[config.mk]
export PLATFORM = sky130hd
export DESIGN_NAME = key_event_fifo_flat
export DESIGN_NICKNAME = d
export VERILOG_FILES = /design/src/rtl/key_pkg.sv /design/src/rtl/key_event_fifo_if.sv /design/src/rtl/key_sync_fifo.sv /design/src/rtl/key_event_fifo.sv /design/src/flat_wrapper.sv
export SDC_FILE = /design/constraint.sdc
export NUM_CORES = 1
export LEC_CHECK = 0
export CAP_MARGIN = 5
export CORE_UTILIZATION = 45
export CTS_CLUSTER_SIZE = 24
export DETAILED_ROUTE_END_ITERATION = 10
export GPL_TIMING_DRIVEN = 0
export PLACE_DENSITY = 0.68
export SLEW_MARGIN = 10
export SYNTH_ARGS = -nofsm -noshare
export SYNTH_HDL_FRONTEND = slang
export SYNTH_SLANG_ARGS = --single-unit
[constraint.sdc]
create_clock -name clk -period 9 [get_ports clk]
set_input_delay 1.8 -clock clk [delete_from_list [all_inputs] [get_ports clk]]
set_output_delay 1.8 -clock clk [all_outputs]
set_load 0.01 [all_outputs]
[src/rtl/key_pkg.sv]
// key_pkg: PS/2 scan-code constants, key values, parser states and make-code map.
package key_pkg;
    localparam logic [7:0] SC_BREAK = 8'hF0;
    localparam logic [7:0] SC_EXT   = 8'hE0;
    localparam logic [7:0] SC_0     = 8'h45;
    localparam logic [7:0] SC_1     = 8'h16;
    localparam logic [7:0] SC_2     = 8'h1E;
    localparam logic [7:0] SC_3     = 8'h26;
    localparam logic [7:0] SC_4     = 8'h25;
    localparam logic [7:0] SC_5     = 8'h2E;
    localparam logic [7:0] SC_6     = 8'h36;
    localparam logic [7:0] SC_7     = 8'h3D;
    localparam logic [7:0] SC_8     = 8'h3E;
    localparam logic [7:0] SC_9     = 8'h46;
    localparam logic [7:0] SC_BKSP  = 8'h66;
    localparam logic [7:0] SC_ENTER = 8'h5A;
    localparam logic [7:0] SC_TAB   = 8'h0D;

    localparam logic [3:0] KEY_BKSP  = 4'hA;
    localparam logic [3:0] KEY_ENTER = 4'hB;
    localparam logic [3:0] KEY_TAB   = 4'hC;
    localparam logic [3:0] KEY_NONE  = 4'hF;

    typedef enum logic [1:0] {IDLE, BRK, EXT, EXT_BRK} parse_state_t;

    // Returns {hit, value}; value is KEY_NONE on a miss.
    function automatic logic [4:0] map_make(input logic [7:0] sc);
        case (sc)
            SC_0:     return {1'b1, 4'h0};
            SC_1:     return {1'b1, 4'h1};
            SC_2:     return {1'b1, 4'h2};
            SC_3:     return {1'b1, 4'h3};
            SC_4:     return {1'b1, 4'h4};
            SC_5:     return {1'b1, 4'h5};
            SC_6:     return {1'b1, 4'h6};
            SC_7:     return {1'b1, 4'h7};
            SC_8:     return {1'b1, 4'h8};
            SC_9:     return {1'b1, 4'h9};
            SC_BKSP:  return {1'b1, KEY_BKSP};
            SC_ENTER: return {1'b1, KEY_ENTER};
            SC_TAB:   return {1'b1, KEY_TAB};
            default:  return {1'b0, KEY_NONE};
        endcase
    endfunction
endpackage

[src/rtl/key_event_fifo_if.sv]
// key_event_fifo_if: byte-in / key-out bus.
//   master drives rx_byte, rx_valid, rd_en, ovf_clr; slave drives key_code, key_valid, fifo_count, overflow.
interface key_event_fifo_if #(parameter int DEPTH = 4);
    logic [7:0]             rx_byte;
    logic                   rx_valid;
    logic                   rd_en;
    logic                   ovf_clr;
    logic [3:0]             key_code;
    logic                   key_valid;
    logic [$clog2(DEPTH):0] fifo_count;
    logic                   overflow;
    modport master(output rx_byte, rx_valid, rd_en, ovf_clr, input key_code, key_valid, fifo_count, overflow);
    modport slave(input rx_byte, rx_valid, rd_en, ovf_clr, output key_code, key_valid, fifo_count, overflow);
endinterface

[src/rtl/key_sync_fifo.sv]
// key_sync_fifo: DEPTH x W synchronous FIFO.
//   ports: clk, rst, push, pop, din -> dout (head), count, drop (push refused because full without pop).
module key_sync_fifo #(
    parameter int DEPTH = 4,
    parameter int W     = 4,
    localparam int AW   = $clog2(DEPTH)
) (
    input  logic         clk,
    input  logic         rst,
    input  logic         push,
    input  logic         pop,
    input  logic [W-1:0] din,
    output logic [W-1:0] dout,
    output logic [AW:0]  count,
    output logic         drop
);
    logic [W-1:0]  mem [DEPTH];
    logic [AW-1:0] wr_ptr, rd_ptr;
    logic          do_push, do_pop;
    assign do_pop  = pop && count != '0;
    // a pop frees the slot the push needs, so a full FIFO can still accept
    assign do_push = push && (count != (AW+1)'(DEPTH) || do_pop);
    assign drop    = push && !do_push;
    assign dout    = mem[rd_ptr];
    always_ff @(posedge clk)
        if (do_push) mem[wr_ptr] <= din;
    always_ff @(posedge clk) begin
        if (rst) begin
            wr_ptr <= '0;
            rd_ptr <= '0;
            count  <= '0;
        end else begin
            wr_ptr <= wr_ptr + AW'(do_push);
            rd_ptr <= rd_ptr + AW'(do_pop);
            count  <= count + (AW+1)'(do_push) - (AW+1)'(do_pop);
        end
    end
endmodule

[src/rtl/key_event_fifo.sv]
// key_event_fifo: PS/2 scan-code parser that queues mapped key presses.
//   ports: clk, rst, bus (slave: rx_byte/rx_valid/rd_en/ovf_clr in; key_code/key_valid/fifo_count/overflow out).
//   KEY_REPEAT_FILTER_EN: drop typematic repeats of the last pushed make until its break arrives.
module key_event_fifo
    import key_pkg::*;
#(
    parameter int DEPTH = 4
) (
    input  logic             clk,
    input  logic             rst,
    key_event_fifo_if.slave  bus
);
    parse_state_t state, state_nx;
    logic [4:0]   mk;
    logic         make_req, push, drop;
    logic [3:0]   head;
    assign mk = map_make(bus.rx_byte);
    always_comb begin
        state_nx = state;
        make_req = 1'b0;
        if (bus.rx_valid)
            case (state)
                IDLE: begin
                    state_nx = bus.rx_byte == SC_BREAK ? BRK : bus.rx_byte == SC_EXT ? EXT : IDLE;
                    make_req = mk[4];
                end
                BRK:     state_nx = IDLE;
                EXT: begin
                    state_nx = bus.rx_byte == SC_BREAK ? EXT_BRK : IDLE;
                    make_req = bus.rx_byte == SC_ENTER;
                end
                EXT_BRK: state_nx = IDLE;
            endcase
    end
`ifdef KEY_REPEAT_FILTER_EN
    logic       last_v, brk;
    logic [3:0] last;
    // E0 5A maps to the same value as plain 5A, so mk covers both break forms
    assign brk  = bus.rx_valid && ((state == BRK && mk[4]) || (state == EXT_BRK && bus.rx_byte == SC_ENTER));
    assign push = make_req && !(last_v && last == mk[3:0]);
    always_ff @(posedge clk) begin
        if (rst) begin
            last_v <= 1'b0;
            last   <= KEY_NONE;
        end else if (push) begin
            last_v <= 1'b1;
            last   <= mk[3:0];
        end else if (brk && last == mk[3:0]) begin
            last_v <= 1'b0;
        end
    end
`else
    assign push = make_req;
`endif
    key_sync_fifo #(.DEPTH(DEPTH), .W(4)) u_fifo (
        .clk   (clk),
        .rst   (rst),
        .push  (push),
        .pop   (bus.rd_en),
        .din   (mk[3:0]),
        .dout  (head),
        .count (bus.fifo_count),
        .drop  (drop)
    );
    assign bus.key_valid = bus.fifo_count != '0;
    assign bus.key_code  = bus.key_valid ? head : KEY_NONE;
    always_ff @(posedge clk) begin
        if (rst) begin
            state        <= IDLE;
            bus.overflow <= 1'b0;
        end else begin
            state        <= state_nx;
            // a fresh drop outranks a clear in the same cycle
            bus.overflow <= drop ? 1'b1 : bus.ovf_clr ? 1'b0 : bus.overflow;
        end
    end
endmodule

[src/flat_wrapper.sv]
// flat-port wrapper written by rule: the top's interface ports become plain ports
module key_event_fifo_flat import key_pkg::*;
#(
    parameter int DEPTH = 4
)
  (clk, rst, bus_rx_byte, bus_rx_valid, bus_rd_en, bus_ovf_clr, bus_key_code, bus_key_valid, bus_fifo_count, bus_overflow);
  key_event_fifo_if #(.DEPTH(DEPTH)) bus_i ();
  input  logic clk;
  input  logic rst;
  input wire logic [$bits(bus_i.rx_byte)-1:0] bus_rx_byte;
  input wire logic [$bits(bus_i.rx_valid)-1:0] bus_rx_valid;
  input wire logic [$bits(bus_i.rd_en)-1:0] bus_rd_en;
  input wire logic [$bits(bus_i.ovf_clr)-1:0] bus_ovf_clr;
  output wire logic [$bits(bus_i.key_code)-1:0] bus_key_code;
  output wire logic [$bits(bus_i.key_valid)-1:0] bus_key_valid;
  output wire logic [$bits(bus_i.fifo_count)-1:0] bus_fifo_count;
  output wire logic [$bits(bus_i.overflow)-1:0] bus_overflow;
  assign bus_i.rx_byte = bus_rx_byte;
  assign bus_i.rx_valid = bus_rx_valid;
  assign bus_i.rd_en = bus_rd_en;
  assign bus_i.ovf_clr = bus_ovf_clr;
  assign bus_key_code = bus_i.key_code;
  assign bus_key_valid = bus_i.key_valid;
  assign bus_fifo_count = bus_i.fifo_count;
  assign bus_overflow = bus_i.overflow;
  key_event_fifo #(.DEPTH(DEPTH)) u_core (.clk(clk), .rst(rst), .bus(bus_i));
endmodule
==> metrics.txt <==
status finished, final reports clean; H-tree levels 1; max-slew violation count 0; vias per cell around 5.3; Reg-to-Reg End u_core.u_fifo.count[2]; full die area 0.003589 mm²; Mapped Nets 150; layout cells sized above 1 0.1962; Seq cells post-synth 26; met1 Usage GRT 0.2115; global route overflow 0; Setup Skew around 1.8 ps; EDFF count, synth 16; first-pass GRT wire length between 4000 and 5000 µm; GRT Total Usage 0.1763; initial antenna violation count 0; cts bufs inserted 3; Hold WC Path Type reg -> reg; fin crit period around 4500 ps; final setup TNS 0 ps; DPL Wire Length approximately 2300 µm; Worst VDD drop between 0.09 and 0.1 mV; Post-Syn Area between 0.0015 and 0.002 mm²; num rows 20; number of DRC markers in iteration 0 18; global routing's busiest layer met2; Reg2Reg Depth 8; Yosys cell types 49; PortBufs 21; Power per Cell Area 185.1 mW/mm²; Final Instance Count excl. Fillers roughly 200; Final Hold Fails 0; crit end category flip-flop; setup slack, reg-to-reg 6630 ps; CP Launch Type input port; Core ar. roughly 0.0031 mm²; CP arrival ~4700 ps; Reg-to-Reg Start u_core.u_fifo.count[1]; vias post-DR 1,074; CTS tree done; Mapped Cells 133; sequential area share after synthesis 0.4511; cts hold-fix bufs 0; Max transition margin 0.4851; CTS max path bufs 2; hold depth 2; synth top area cells edfxtp_1 (32%), dfxtp_1 (13%), mux4_2 (6.0%), xnor2_1 (3.5%), ha_1 (2.5%); nets@finish approximately 180; synthesized area per cell between 10 and 15 µm²; Async SR Flop Fraction 0; Antenna Violating Nets Remaining 0; Clock Sinks 26; Post-CTS Setup Bufs 0; most common cell after layout, fill and taps aside clkdlybuf4s50_1; IO Pins 22; clock root cell clkbuf_4; vias in the first global route between 1k and 1.5k; Fillers around 280; DRC violations left 0; Die Span X roughly 60 µm; Placer Congestion 0.7869; Final Cycle Share 0.4970; Max Cap Violations 0; Placed Cells about 200; FMAX between 0.2 and 0.25 GHz; WL per Instance about 14 µm; Die Span Y 59.91 µm; met3 usage 0.02597; insertion delay to the later sink of the worst-skew pair slightly above 300 ps; unrepaired setup endpoints after global routing false; most frequent cells in the layout clkdlybuf4s50_1 (21), edfxtp_1 (16), dfxtp_1 (10); post-CTS sizing 0; top cell type's share of synthesized area 0.3184; largest net degree at the start of global routing 15; top_reg_cell synth edfxtp_1; grt met2 use 0.3238; data required time of the worst path 9210 ps; TritonRoute pass-1 iters 3; # diodes 0; final setup vio count 0; crit-path max FO 10; Lkg Pwr roughly 0.63 nW; Hold Path Sink u_core.state[0]; WL final between 2000 and 3000 µm; kind of critical path in -> reg; Yosys warnings 0; Layout Area Growth over Synthesis 19.98%; worst slew pin tran 770.7 ps; starting density of the core 0.4824; CTS clk-pin slew, worst paths 140 ps; min-delay src u_core.state[0]; post-synth top area cell edfxtp_1
-- layout make-up --
cell class              instances  area (µm²)  area share
multi-input cells              95       763.2      0.4216
plain buffers                   5       38.79     0.02142
clock buffers                   4       36.28     0.02004
well taps                      44       55.05     0.03041
inverters                       7       26.28     0.01451
repair buffers                 21       210.2      0.1161
flip-flops and latches         26       680.7      0.3759
-- flip-flops by register name, indices dropped and copies added (netlist names) --
signal	count
u_core.u_fifo.mem	16
u_core.u_fifo.count	3
u_core.state	2
u_core.u_fifo.rd_ptr	2
u_core.u_fifo.wr_ptr	2
u_core.bus.overflow	1
-- routing by layer --
layer | up-vias | wire (µm) | part of all wire
li1 | 546 | - | -
met1 | 513 | 1286 | 0.45
met2 | 13 | 1487 | 0.52
met3 | 2 | 53 | 0.019
met4 | 0 | 10 | 0.0035
met5 | - | 0 | 0
-- logic make-up (layout without fill, tap and decap cells) --
family | count (synthesis) | after routing | synth area share
adder cells (fa/ha/maj) | 4 | 4 | 0.03815
multiplexers | 6 | 6 | 0.07380
flip-flops | 26 | 26 | 0.4511
AO/OA/AOI/OAI | 21 | 21 | 0.1012
buffers and inverters | 12 | 37 | 0.04311
XOR/XNOR | 6 | 6 | 0.03483
AND/OR/NAND/NOR | 58 | 58 | 0.2579
-- worst max-delay path, stage by stage --
cell and delay [ps]:
clkdlybuf4s50_1 540, buf_6 170, nor4bb_1 460, nand2_1 180, a21oi_1 320, o21a_1 190, mux2i_1 80, ha_1 190
fa_1 380, xnor2_1 180, xnor2_1 140, nor2_1 50
-- synthesized netlist by cell type, types with 3 or more instances --
| cell | number |
|---|---|
| xnor2_1 | 6 |
| dfxtp_1 | 10 |
| edfxtp_1 | 16 |
| nand2_1 | 8 |
| inv_1 | 6 |
| nor2_1 | 8 |
| o21a_1 | 3 |
| mux4_2 | 4 |
| nor3b_1 | 4 |
| or2_2 | 4 |
| nand2b_1 | 3 |
| nor2b_1 | 4 |
| ha_1 | 3 |
| a21oi_1 | 6 |
| nor3_1 | 4 |
| o21ai_0 | 4 |
-- power by group --
part | leakage, nW | switching [mW] | internal [mW] | total (mW)
clock network | 0.0210 | 0.0338 | 0.0247 | 0.0585
logic | 0.377 | 0.0516 | 0.0773 | 0.129
registers | 0.236 | 0.0131 | 0.135 | 0.148
-- per-stage QoR --
step / worst slack (ps) / utilization / total power, mW / instance area (µm²) / hold slack (ps)
3_3_place_gp: 4240 / 0.5672 / 0.2767 / 1774 / 465.9
5_1_grt: 4364 / 0.5788 / 0.3568 / 1810 / 542.9
3_5_place_dp: 4183 / 0.5672 / 0.2809 / 1774 / 497.6
4_1_cts: 4532 / 0.5788 / 0.3388 / 1810 / 516.1
6_report: 4527 / 0.5788 / 0.3352 / 1810 / 507.0
2_1_floorplan: 4886 / - / 0.2247 / 1509 / 455.5
-- worst max path at each step --
| stage | start | to | slack (ps) | cells after the start |
|---|---|---|---|---|
| after global routing | bus_rx_byte[4] | u_core.u_fifo.count[2] | 4360 | 12 |
| after CTS | bus_rx_byte[4] | u_core.u_fifo.count[2] | 4530 | 12 |
| final | bus_rx_byte[4] | u_core.u_fifo.count[2] | 4530 | 12 |
| after global placement | bus_rx_byte[4] | u_core.u_fifo.count[2] | 4240 | 12 |
| after detailed placement | bus_rx_byte[4] | u_core.u_fifo.count[2] | 4180 | 12 |
| after floorplan | bus_rx_byte[4] | u_core.u_fifo.count[2] | 4890 | 11 |
(Power assumes the default switching activity.)
